### src/rtl/float_bundle_rx.sv
// Byte-stream receiver that reassembles the {sign, exponent, significand, foo[]} bundle.
// Define FLOAT_RX_CSUM_EN to require a trailing XOR checksum byte on every frame.
module float_bundle_rx #(
    parameter int unsigned EXP_W = 8,
    parameter int unsigned SIG_W = 23,
    parameter int unsigned FOO_W = 16,
    parameter int unsigned FOO_N = 3
) (
    input  logic                   clock,
    input  logic                   reset,
    input  logic                   in_valid,
    output logic                   in_ready,
    input  logic [7:0]             in_data,
    input  logic                   in_last,
    output logic                   io_valid,
    input  logic                   io_ready,
    output logic                   io_sign,
    output logic [EXP_W-1:0]       io_exponent,
    output logic [SIG_W-1:0]       io_significand,
    output logic [FOO_N*FOO_W-1:0] io_foo,
    output logic                   frame_err,
    output logic                   csum_err
);

    localparam int unsigned FOO_TW  = FOO_N * FOO_W;
    localparam int unsigned TOTAL_W = 1 + EXP_W + SIG_W + FOO_TW;
    localparam int unsigned NBYTES  = (TOTAL_W + 7) / 8;
`ifdef FLOAT_RX_CSUM_EN
    localparam int unsigned FLEN    = NBYTES + 1;
`else
    localparam int unsigned FLEN    = NBYTES;
`endif
    // Bytes parked in the shadow register before the frame-closing byte arrives.
    localparam int unsigned SH_W    = (FLEN - 1) * 8;
    localparam int unsigned CNT_W   = $clog2(FLEN);

    typedef enum logic [1:0] {
        S_COLLECT,
        S_HOLD,
        S_DROP
    } state_t;

    state_t               state_q;
    logic [CNT_W-1:0]     cnt_q;
    logic [SH_W-1:0]      shadow_q;
    logic [SH_W-1:0]      shadow_d;
    logic                 io_valid_q;
    logic                 io_sign_q;
    logic [EXP_W-1:0]     io_exponent_q;
    logic [SIG_W-1:0]     io_significand_q;
    logic [FOO_TW-1:0]    io_foo_q;
    logic                 frame_err_q;
    logic                 accept;
    logic                 last_slot;
    logic [TOTAL_W-1:0]   frame_w;

    assign accept    = in_valid && in_ready;
    assign last_slot = (cnt_q == CNT_W'(FLEN - 1));

    always_comb begin
        shadow_d = shadow_q;
        if (!last_slot)
            shadow_d[{cnt_q, 3'b000} +: 8] = in_data;
    end

`ifdef FLOAT_RX_CSUM_EN
    logic [7:0] csum_q;
    logic       csum_err_q;

    assign frame_w  = shadow_q[TOTAL_W-1:0];
    assign csum_err = csum_err_q;
`else
    logic [NBYTES*8-1:0] frame_all;

    // Final data byte is taken straight from the input so the load needs no extra cycle.
    assign frame_all = {in_data, shadow_q};
    assign frame_w   = frame_all[TOTAL_W-1:0];
    assign csum_err  = 1'b0;
`endif

    always_ff @(posedge clock) begin
        if (!reset) begin
            state_q          <= S_COLLECT;
            cnt_q            <= '0;
            shadow_q         <= '0;
            io_valid_q       <= 1'b0;
            io_sign_q        <= 1'b0;
            io_exponent_q    <= '0;
            io_significand_q <= '0;
            io_foo_q         <= '0;
            frame_err_q      <= 1'b0;
`ifdef FLOAT_RX_CSUM_EN
            csum_q           <= '0;
            csum_err_q       <= 1'b0;
`endif
        end else begin
            frame_err_q <= 1'b0;
`ifdef FLOAT_RX_CSUM_EN
            csum_err_q  <= 1'b0;
`endif
            case (state_q)
                S_COLLECT: begin
                    if (accept) begin
                        if (last_slot) begin
                            cnt_q <= '0;
                            if (!in_last) begin
                                frame_err_q <= 1'b1;
                                state_q     <= S_DROP;
`ifdef FLOAT_RX_CSUM_EN
                            end else if (in_data != csum_q) begin
                                csum_err_q <= 1'b1;
`endif
                            end else begin
                                io_sign_q        <= frame_w[TOTAL_W-1];
                                io_exponent_q    <= frame_w[TOTAL_W-2 -: EXP_W];
                                io_significand_q <= frame_w[FOO_TW +: SIG_W];
                                io_foo_q         <= frame_w[FOO_TW-1:0];
                                io_valid_q       <= 1'b1;
                                state_q          <= S_HOLD;
                            end
                        end else if (in_last) begin
                            frame_err_q <= 1'b1;
                            cnt_q       <= '0;
                        end else begin
                            cnt_q    <= cnt_q + 1'b1;
                            shadow_q <= shadow_d;
`ifdef FLOAT_RX_CSUM_EN
                            csum_q   <= (cnt_q == '0) ? in_data : (csum_q ^ in_data);
`endif
                        end
                    end
                end
                S_HOLD: begin
                    if (io_ready) begin
                        io_valid_q <= 1'b0;
                        cnt_q      <= '0;
                        state_q    <= S_COLLECT;
                    end
                end
                S_DROP: begin
                    if (accept && in_last) begin
                        cnt_q   <= '0;
                        state_q <= S_COLLECT;
                    end
                end
                default: begin
                    cnt_q   <= '0;
                    state_q <= S_COLLECT;
                end
            endcase
        end
    end

    assign in_ready       = (state_q != S_HOLD);
    assign io_valid       = io_valid_q;
    assign io_sign        = io_sign_q;
    assign io_exponent    = io_exponent_q;
    assign io_significand = io_significand_q;
    assign io_foo         = io_foo_q;
    assign frame_err      = frame_err_q;

endmodule

### config.mk
export PLATFORM = sky130hd
export DESIGN_NAME = float_bundle_rx
export DESIGN_NICKNAME = d
export VERILOG_FILES = /design/src/rtl/float_bundle_rx.sv
export SDC_FILE = /design/constraint.sdc
export NUM_CORES = 1
export LEC_CHECK = 0
export CORE_MARGIN = 2
export CORE_UTILIZATION = 40
export DETAILED_ROUTE_END_ITERATION = 16
export SKIP_LAST_GASP = 1
export SYNTH_ARGS = -nofsm -noshare
export SYNTH_HDL_FRONTEND = slang
export SYNTH_SLANG_ARGS = --single-unit
### constraint.sdc
create_clock -name clock -period 2.8 [get_ports clock]
set_input_delay 0.56 -clock clock [delete_from_list [all_inputs] [get_ports clock]]
set_output_delay 0.56 -clock clock [all_outputs]
set_load 0.02 [all_outputs]
==> results of run 1 <==
-- cells in the mapped netlist, types with 2 or more instances --
cell type | n | area (sq um)
sky130_fd_sc_hd__nand3_4 | 2 | 35.0
sky130_fd_sc_hd__buf_4 | 3 | 22.5
sky130_fd_sc_hd__a21oi_1 | 85 | 425
sky130_fd_sc_hd__buf_1 | 4 | 15.0
sky130_fd_sc_hd__nand2_1 | 243 | 912
sky130_fd_sc_hd__nor2_1 | 2 | 7.51
sky130_fd_sc_hd__dfxtp_1 | 160 | 3200
sky130_fd_sc_hd__buf_6 | 4 | 45.0
sky130_fd_sc_hd__o21ai_1 | 2 | 10.0
sky130_fd_sc_hd__nand3_1 | 18 | 90.1
sky130_fd_sc_hd__mux2i_1 | 56 | 561
sky130_fd_sc_hd__nand2b_1 | 6 | 37.5
sky130_fd_sc_hd__ha_1 | 4 | 50.1
sky130_fd_sc_hd__buf_2 | 12 | 60.1
sky130_fd_sc_hd__and3_1 | 3 | 18.8
sky130_fd_sc_hd__nand2_2 | 3 | 18.8
sky130_fd_sc_hd__o21ai_0 | 16 | 80.1
sky130_fd_sc_hd__a211oi_1 | 2 | 15.0
sky130_fd_sc_hd__clkbuf_1 | 22 | 82.6
sky130_fd_sc_hd__inv_1 | 8 | 30.0
sky130_fd_sc_hd__nor4_4 | 2 | 42.5
-- metrics by stage --
step           power, mW  area (sq um)
2_1_floorplan       2.43          6020
3_3_place_gp        2.49          7090
3_5_place_dp        2.50          7090
4_1_cts             5.07          7750
5_1_grt             5.18          7750
6_report            5.04          7750
-- registers in the layout, indices dropped and copies added (netlist names), 2 cells and up --
register	cells
state_q	2
io_exponent	8
shadow_q	72
io_significand	23
cnt_q	4
io_foo	48
-- placed cells by master (no fill, tap or decap), types with 2 or more instances in the layout --
cell type and instances:
sky130_fd_sc_hd__nand2_1 243, sky130_fd_sc_hd__dfxtp_1 160, sky130_fd_sc_hd__clkdlybuf4s50_1 94, sky130_fd_sc_hd__a21oi_1 85
sky130_fd_sc_hd__mux2i_1 56, sky130_fd_sc_hd__nand3_1 18, sky130_fd_sc_hd__clkbuf_16 17, sky130_fd_sc_hd__o21ai_0 16
sky130_fd_sc_hd__buf_4 12, sky130_fd_sc_hd__inv_1 7, sky130_fd_sc_hd__nand2b_1 6, sky130_fd_sc_hd__bufinv_16 5
sky130_fd_sc_hd__ha_1 4, sky130_fd_sc_hd__nand2_2 3, sky130_fd_sc_hd__clkinv_4 3, sky130_fd_sc_hd__and3_1 2
sky130_fd_sc_hd__nand3_4 2, sky130_fd_sc_hd__nor4_4 2, sky130_fd_sc_hd__nor2_1 2, sky130_fd_sc_hd__a211oi_1 2
sky130_fd_sc_hd__o21ai_1 2, sky130_fd_sc_hd__clkbuf_1 2, sky130_fd_sc_hd__clkbuf_8 2
-- final cells by class --
cell class                      count  area, sq um  area share, %
Inverter                            8         30.0          0.388
Clock inverter                     11          201           2.60
Clock buffer                       21          460           5.94
Timing Repair Buffer              108         1060           13.6
Multi-Input combinational cell    467         2570           33.1
Sequential cell                   160         3200           41.3
Tap cell                          184          230           2.97
-- worst min path at each step --
stage | endpoint | depth (start not counted)
after CTS | io_exponent[2] | 2
final | io_foo[23] | 2
after global placement | io_foo[16] | 2
after floorplan | shadow_q[62] | 2
after detailed placement | io_significand[17] | 2
after global routing | io_exponent[2] | 2
-- worst register-to-register path, stage by stage (launching register included) --
cell	delay [ps]
sky130_fd_sc_hd__dfxtp_1	550
sky130_fd_sc_hd__inv_1	220
sky130_fd_sc_hd__ha_1	540
sky130_fd_sc_hd__and3_1	400
sky130_fd_sc_hd__nand4b_1	140
sky130_fd_sc_hd__buf_4	210
sky130_fd_sc_hd__mux2i_1	130
-- logic make-up (layout without fill, tap and decap cells) --
group / count (synthesis) / in the layout / synth area share, %
xor gates and xnor gates: 1 / 1 / 0.145
AOI/OAI and AO/OA: 113 / 113 / 10.2
adders and majority gates: 4 / 4 / 0.831
DFF: 160 / 160 / 53.2
muxes: 56 / 56 / 9.30
and+or+nand+nor: 292 / 292 / 22.0
buffers and inverters: 53 / 148 / 4.24
other: 1 / 1 / 0.0622
-- per-layer routing --
metal / part of all wire (%) / vias up
li1: - / 2409
met1: 49 / 2236
met2: 44 / 128
met3: 5.5 / 22
met4: 2.2 / 0
met5: 0 / -
-- where the power goes --
part / internal (mW) / switching (mW)
Sequential: 2.28 / 0.00782
Combinational: 0.0457 / 0.110
Clock: 1.64 / 0.947
Total: 3.97 / 1.06
==> results.txt, run 1 <==
The total clock sinks came out at 160. Setup violations remaining at the end of the flow were counted as 0. The overall die width came out at 127 um. The total power divided by cell area is 650 nW/um^2. The chip height is 127 um. The synthesized design contains 0 enable-type register cells. The final routed wire length divided by cell count came out at 15.4 um. The first-pass detailed-route iteration total came out at 5. The pin slew with the least headroom to its limit came out at 827 ps. The cell total after placement came out at 927. For this run, the total global-route usage over all layers was measured as 19.2%. In the synthesized netlist, the number of instances is 680. The longest individual stage delay on the worst path came out at 620 ps. The peak supply drop is 447 uV. The worst-path maximum fanout came out at 6.

The final route contains 4,795 vias. The count of different cell masters after synthesis is 44. The H-tree generated during clock tree synthesis spans 4 levels. The number of hold-slack violations in the final timing report is 0. The final core utilization is 52.9%. Counting along the longest clock path gives a buffer depth of 2. The synthesized netlist net count came out at 697. The number of antenna violations at the first check in global routing came out at 0. The reg-to-reg startpoint is cnt_q[0]. STA classifies the critical path endpoint as an output pin.

The number of gates resized after CTS is 0. In the synthesized netlist the dominant register cell turns out to be sky130_fd_sc_hd__dfxtp_1. The cell count of the worst reg-to-reg path is 6. The post-route minimum period came out at 2350 ps.

The leftover overflow at the end of global routing came out at 0. In the post-route analysis, the smallest setup slack over all paths is 449 ps. The register clock-pin slew on the reported worst setup and hold paths is 60 ps. The cell area that synthesis handed to floorplanning was 6020 sq um. The critical path depth in cells is 2. The fraction of the cycle the final worst path needs came out at 84.0%. Counting flops with an async set or reset pin after synthesis yields a share of 0%.

The floorplan step defined a die boundary enclosing 16,100 sq um. The max-capacitance violation count is 0. The post-detailed-routing wire length is 14,800 um. The most critical setup path has its startpoint at state_q[1].

The filler cell count in the final layout is 1,371. For the final routed database, the setup TNS stands at 0 ps. The post-route DRC violation count is 0.

The post-route antenna net violation count is 0. After detailed routing, the number of vias per cell comes to 5.00. The max-slew violation count is 0.

The congestion estimate from routability-driven global placement came to 0.796. The sequential element share of the synthesized area came out at 53.2%. The leakage dissipation came out at 2.99 nW. From synthesis to final layout, the design area changed by 28.6%. The total clock buffers created by CTS came out at 17.

At the worst endpoint, the arrival time is 1790 ps. For the worst setup path, the data required time is 2240 ps. The met2 usage came out at 28.8%. The worst setup path is launched from a flop.

Walking the worst path, the cells encountered are nand2b_1, clkdlybuf4s50_1. Setup repair after global routing left no endpoint under its margin. Averaged over all synthesized cells, the footprint is 8.86 sq um.

In the global route stage, met1 resource usage came out at 26.1%. The count of nets after finishing is 779. The flow ran to the end, and the final reports show no timing, DRC or antenna violations. Entering global routing, the biggest net connects 83 pins. The first global-routing pass estimated 24,200 um of wire. In the global route stage, met3 resource usage came out at 5.40%. The fraction of layout cells with a size suffix above 1 is 8.00%.

The wire-length estimate of the detail-placed layout is 9740 um. The type of the setup path with the least slack is flop to output pin. The post-cts hold buffer count is 0. The DRC marker count from the first detailed-route iteration is 338. The placeable core region is 14,600 sq um.

OpenSTA, run right after detailed placement, puts the worst setup slack at 341 ps. The fmax is 425 MHz. The final standard cell count with taps included and fillers excluded is 959. The worst hold path begins at io_foo[23]. The path category of the worst min-delay check is flop to flop.

The effective utilization at floorplan came out at 41.1%. For flop-to-flop paths, the worst setup slack is 470 ps. Broken down by cell family, the worst path's largest delay share belongs to buffers and inverters. The global-route layer with the greatest usage is met2. The number of placement rows is 44.

The number of buffers inserted by port buffering came out at 95. Clock tree synthesis selected as its root buffer the cell sky130_fd_sc_hd__clkbuf_16. The number of synthesized register bits came out at 160. On the final layout, the worst hold slack is 454 ps.

The slowest cell on the critical path is sky130_fd_sc_hd__clkdlybuf4s50_1. Together, buffers and inverters on the worst path number 1. The worst slew margin relative to its limit came out at 44.8%. The capture point of the worst path is in_ready.

The repair_antennas step left the layout with diodes totalling 0. The insertion delay of the later-clocked pin in the worst-skew pair came out at 430 ps. The clock arrives with 11.3 ps of skew. The number of setup buffers added after CTS is 0. The synthesis warning total came out at 0. The via count of the first global-routing pass came out at 4,715. TritonCTS built the clock tree. The top-level I/O count came out at 97. The endpoint of the worst register-to-register path is shadow_q[10].
No activity file was read; power rests on OpenSTA's default activity.
==> run 2: changes to the inputs <==
- clock period: 2.8 -> 2 ns (I/O delays scaled with it)
==> run 2 against run 1 <==
- total power is 37% higher
- flip-flop and latch count stayed put
- clock skew is 1.4 ps lower
- sequential share of layout area is 1.2 points lower
- clock power is 32% higher
- combinational power is 57% higher
- largest power group unchanged
- final area is 3.2% higher
- register-to-register slack worse by 390 ps
- setup slack worse by 360 ps
==> results.txt, run 2 (synthesis results as in run 1) <==
The flip-flop count of the largest register, all copies and words added came to 72 (unchanged). The number of hold-slack violations in the final timing report is 0 (unchanged). The beginning of the worst hold path is io_significand[2]. The filler cell count in the final layout is 1,336 (-2.6%).

The placeable core region came to 14,600 sq um (unchanged). The number of antenna violations at the first check in global routing is 0 (unchanged). The cell area after layout is 8000 sq um (+3.2%). The placed instance area came to 7270 sq um (+2.6%). The longest individual stage delay on the worst path is 330 ps (-290 ps). The peak supply drop is 518 uV (+16%). shadow_q holds more flip-flops than any other register. The final standard cell count with taps included and fillers excluded is 982 (+2.4%). The synthesis-to-finish area growth is 32.7%. The type of the setup path with the least slack is flop to flop. The number of placement rows is 44 (unchanged). The top-level I/O count came out at 97 (unchanged). The total vias in the final route is 4,927 (+2.8%). The leakage dissipation came out at 3.12 nW (+4.4%).

The pin slew with the least headroom to its limit is 500 ps (-327 ps). The post-cts hold buffer count is 0 (unchanged). The timing startpoint of the critical path is cnt_q[1].

The first-pass detailed-route iteration total is 4 (-1). The via count of the first global-routing pass came out at 4,824 (+2.3%). The setup violation total in the final timing report came out at 0 (unchanged).

The post-route DRC violation count is 0 (unchanged). The launching element type of the critical path is a flop. The ratio of routed vias to standard cells came out at 5.02 (+0.35%). The max-capacitance violation count came to 0 (unchanged). The total inserted antenna cells was 0 (unchanged). The worst-path maximum fanout came to 8 (+2). For this design, the slowest cell found on the critical path is sky130_fd_sc_hd__dfxtp_2. The power consumption came out at 6.88 mW (+37%). The post-route minimum period is 1920 ps. Traced cell by cell, the critical path runs through inv_2, ha_2, and3b_2, inv_2, ha_4, nand4bb_4, nor3_4, nand2_4, mux2i_1. The final-layout setup total negative slack is 0 ps (unchanged). The max-slew violation count is 0 (unchanged).

The post-route antenna net violation count is 0 (unchanged). The total clock buffers created by CTS came out at 17 (unchanged). The global-route wire length before repair is 24,500 um (+1.3%). In this run the worst hold path is classified as flop to flop. The worst slew margin relative to its limit is 66.3% (+21 points). The worst clock skew came out at 9.87 ps (-1.43 ps). The worst slack at placement came out at -107 ps (-448 ps). The flow ran to the end, and the final reports show no timing, DRC or antenna violations.

The CTS tree is built. The maximum number of pins on one net before global-route repair is 36 (-57%). The effective utilization at floorplan came out at 41.1% (unchanged). The startpoint identified for the worst register-to-register timing path is cnt_q[1].

The overall die width came out at 127 um (unchanged). The cell total after placement came out at 946 (+2.0%). The data required time of the worst path is 2270 ps (+30 ps). The combined global-route utilization of all metal layers was 19.2% (about the same). The cell family contributing the most delay on the critical path is simple AND/OR/NAND/NOR gates. The fraction of the cycle the final worst path needs came out at 95.8%. The die area came out at 16,100 sq um (unchanged).

The fraction of layout cells with a size suffix above 1 came out at 12.2% (+4.2 points). The total power divided by cell area is 860 nW/um^2 (+32%). The count of nets after finishing was 802 (+3.0%). Leaving out fill and tap cells, the most frequent cells in the layout are sky130_fd_sc_hd__nand2_1 (243), sky130_fd_sc_hd__dfxtp_1 (157), sky130_fd_sc_hd__clkdlybuf4s50_1 (93), sky130_fd_sc_hd__a21oi_1 (85), sky130_fd_sc_hd__mux2i_1 (56). The maximum clock path buffer count is 2 (unchanged). The worst hold slack is 454 ps (+0.189 ps). The chip height is 127 um (unchanged). The leftover overflow at the end of global routing is 0 (unchanged).

The most frequent standard cell in the layout excluding fill and tap cells is sky130_fd_sc_hd__nand2_1. The global placer's final weighted congestion came to 0.835 (+4.9%). By instance count, the cell type seen most on the critical path is sky130_fd_sc_hd__inv_2. The final routed wire length divided by cell count is 15.3 um (-1.0%). The data arrival time of the critical path was 2190 ps (+400 ps).

Based on the critical path, the design can be clocked at up to 522 MHz. The post-detailed-routing wire length came out at 15,000 um (+1.4%). The final core utilization is 54.6% (+1.7 points). The DRC marker count from the first detailed-route iteration is 324 (-4.1%). The number of buffers inserted by port buffering is 95 (unchanged). Setup repair after global routing could not meet its margin everywhere. The critical path buffer and inverter count came to 2 (+1). The tree is rooted in a sky130_fd_sc_hd__clkbuf_16. The total clock sinks is 160 (unchanged).

The number of H-tree branching levels came out at 4 (unchanged). The insertion delay of the later-clocked pin in the worst-skew pair is 430 ps (about the same). The smallest setup slack after layout is 84.2 ps (-365 ps). STA classifies the critical path endpoint as a flop. The detailed placer's ending HPWL came out at 10,300 um (+5.6%). The register clock-pin slew on the reported worst setup and hold paths is 60 ps (about the same).
[run 2: worst paths after layout]
| kind | to | slack [ps] | cells past startpoint |
|---|---|---|---|
| worst max-delay path | shadow_q[5] | 80 | 9 |
| worst min-delay path | io_significand[2] | 450 | 2 |
| worst max register to register | shadow_q[5] | 80 | 9 |
| worst min register to register | io_significand[2] | 450 | 2 |
[run 2: power breakdown]
group,leakage [nW],internal (mW),switching [mW]
Combinational,1.52,0.0813,0.162
Clock,0.304,2.13,1.30
Sequential,1.29,3.20,0.00850
Total,3.12,5.41,1.47
[run 2: timing repair]
action | CTS | global route
gates resized for setup | 1 | 17
endpoints found under the setup margin | 1 | 31
gates cloned | 0 | 2
setup buffers | 0 | 2
[run 2: worst register-to-register path, stage by stage, from the launching register on]
cell and delay [ps]:
sky130_fd_sc_hd__dfxtp_2 330, sky130_fd_sc_hd__inv_2 40, sky130_fd_sc_hd__ha_2 150, sky130_fd_sc_hd__and3b_2 210, sky130_fd_sc_hd__inv_2 60, sky130_fd_sc_hd__ha_4 130
sky130_fd_sc_hd__nand4bb_4 160, sky130_fd_sc_hd__nor3_4 330, sky130_fd_sc_hd__nand2_4 180, sky130_fd_sc_hd__mux2i_1 180
[run 2: metal layers]
layer	track usage [%]	routed length, um	part of all wire, %	vias up
li1	-	-	-	2460
met1	25.9	7250	48	2339
met5	0	0	0	-
met2	30.3	7000	47	111
met4	7.18	166	1.1	0
met3	4.26	564	3.8	17
[run 2: layout make-up]
cell class | instances | area, sq um | share of cell area, %
repair buffers | 131 | 1290 | 16.2
flip-flops and latches | 160 | 3210 | 40.1
clock inverters | 13 | 185 | 2.32
inverters | 8 | 30.0 | 0.376
well taps | 184 | 230 | 2.88
multi-input cells | 467 | 2610 | 32.6
clock buffers | 19 | 443 | 5.54
==> RTL edit (flow settings as in run 1) <==
Add a define of `FLOAT_RX_CSUM_EN`.
--- a/src/rtl/float_bundle_rx.sv
+++ b/src/rtl/float_bundle_rx.sv
@@ -1,5 +1,7 @@
 // Byte-stream receiver that reassembles the {sign, exponent, significand, foo[]} bundle.
 // Define FLOAT_RX_CSUM_EN to require a trailing XOR checksum byte on every frame.
+`define FLOAT_RX_CSUM_EN
+
 module float_bundle_rx #(
     parameter int unsigned EXP_W = 8,
     parameter int unsigned SIG_W = 23,
Function: same outputs for any inputs over 4 cycles, from zero or initial values and one cycle with reset low; that may be too few to reach the edited logic, so the function may still have changed.
==> RTL edit against run 1 <==
  * Sequential cell count rose by 17
  * Register-to-register slack got worse by 0.17 ns
  * Count of clock-buffer cells in the layout fell by 3
  * Cell area up 15%
  * Clock power decreased by 8.5%
  * Synthesized area up 17%
  * Combinational power up 70%
  * Non-clock buffer count rose by 20
  * Wire length increased by 12%
  * Worst setup slack worse by 0.15 ns
  * Sequential power up 11%
  * Cell count increased by 10%
  * Total power up 2.9%
  * Core utilization shrank 1.6 points
  * Critical path type is now flip-flop to flip-flop
==> RTL edit: results <==
set metrics [dict create \
    critPathMaxFanout 8 \
    finalHoldWorstSlack_ns 0.454 \
    drtPass1Iterations 4 \
    fin_cells 1058 \
    largest_register_ffs 80 \
    wl_met3_um 694 \
    crit_slowest_cell "or3_1" \
    synth_commonest_cells "177 x dfxtp_1, 170 x nand2_1, 129 x mux2i_1" \
    crit_arrival_ns 2.79 \
    postCtsSetupBuffers 0 \
    htree_num_levels 4 \
    first_global_vias 5166 \
    rr_endpoint "frame_w[17]$_SDFFE_PN0P_" \
    antenna_found_initial 0 \
    whs_path_depth 2 \
    grt_max_degree 79 \
    crit_family "simple AND/OR/NAND/NOR gates" \
    dp.cells 1028 \
    grt_usage 0.183 \
    clk_path_buf_depth 2 \
    dr_wl_met2_um 7940 \
    critPathLaunchType "flip-flop" \
    crit_path_end "frame_w[17]$_SDFFE_PN0P_" \
    drt-met1-wl_um 7660 \
    n_antenna_cell 0 \
    hp-start "io_foo[33]$_SDFFE_PN0P_" \
    drt_iter0_markers 266 \
    rrSetupSlack_ns 0.30 \
    ys_warn_count 0 \
    finClkSkew_ns 0.00980 \
    slowest_delay_ns 0.64 \
    port_buffers 96 \
    relSlewSlack 0.582 \
    cts_root_buffer "clkbuf_16" \
    globalRouteMet2Util 0.301 \
    timing.hold.worst.class "flip-flop to flip-flop" \
    synth.area.top_cells "dfxtp_1 50%, mux2i_1 18%, nand2_1 9.0%, nor2b_1 2.9%, a21boi_0 2.6%" \
    use_met1 0.241 \
    wl_um 16500 \
    synth_nets 746 \
    grt_pass1_wl_um 26500 \
    reg2reg_depth 7 \
    status "finished clean" \
    dp_hpwl_um 11400 \
    hold_path_end "io_foo[33]$_SDFFE_PN0P_" \
    synth_cell_type_count 43 \
    syn_area_per_cell_um2 9.69 \
    grtUsageMet3 0.0419 \
    final_nets 840 \
    reg2reg_from "cnt_q[1]$_SDFFE_PN0P_" \
    drive_gt1_frac 0.0912 \
    power_leakage_nw 3.33 \
    fill_cells 1571 \
    yosysSeqAreaShare 0.502 \
    viasPerCell 5.02 \
    gp_congestion 0.822 \
    ir_drop_mv 0.379 \
]
-- RTL edit: changes by cell type in the layout (fill, tap and decap cells not counted), moves of 4 or more --
cell	delta
a21oi_1	-84
mux2i_1	+73
nand2_1	-73
nor2b_1	+33
a21boi_0	+24
buf_4	+18
dfxtp_1	+17
nor2_1	+12
a22oi_1	+11
xor2_1	+8
nor3_1	+7
o22ai_1	+7
nand3_1	+6
or2_2	+4
-- RTL edit: cell families after synthesis --
group                    after synthesis  share of synthesized area
adder cells (fa/ha/maj)                5                    0.00887
flip-flops                           177                      0.502
AND/OR/NAND/NOR                      279                      0.183
buffers and inverters                 59                     0.0442
AO/OA/AOI/OAI                         67                     0.0642
multiplexers                         129                      0.183
XOR/XNOR                              12                     0.0149
-- RTL edit: area by class of cell --
type | instances | area, um2 | area share
clock buffers | 18 | 439 | 0.0495
inverters | 6 | 22.5 | 0.00254
well taps | 225 | 282 | 0.0317
multi-input cells | 492 | 3200 | 0.361
flip-flops and latches | 177 | 3540 | 0.399
clock inverters | 12 | 149 | 0.0168
repair buffers | 128 | 1240 | 0.139
-- RTL edit: per-stage QoR --
stage               area (um2)  worst slack, ns  total power [W]   util
global placement          8290            0.174          0.00286  0.479
CTS                       8880            0.324          0.00524  0.513
floorplan                 7060            0.458          0.00277      -
global route              8880            0.188          0.00537  0.513
finish                    8880            0.298          0.00518  0.513
detailed placement        8290            0.104          0.00287  0.479
-- RTL edit: report_power, final --
group | internal (W) | total (W) | switching [W]
clock | 0.00135 | 0.00237 | 0.00102
sequential | 0.00253 | 0.00255 | 0.0000144
combinational | 0.0000968 | 0.000263 | 0.000166
total | 0.00398 | 0.00518 | 0.00120
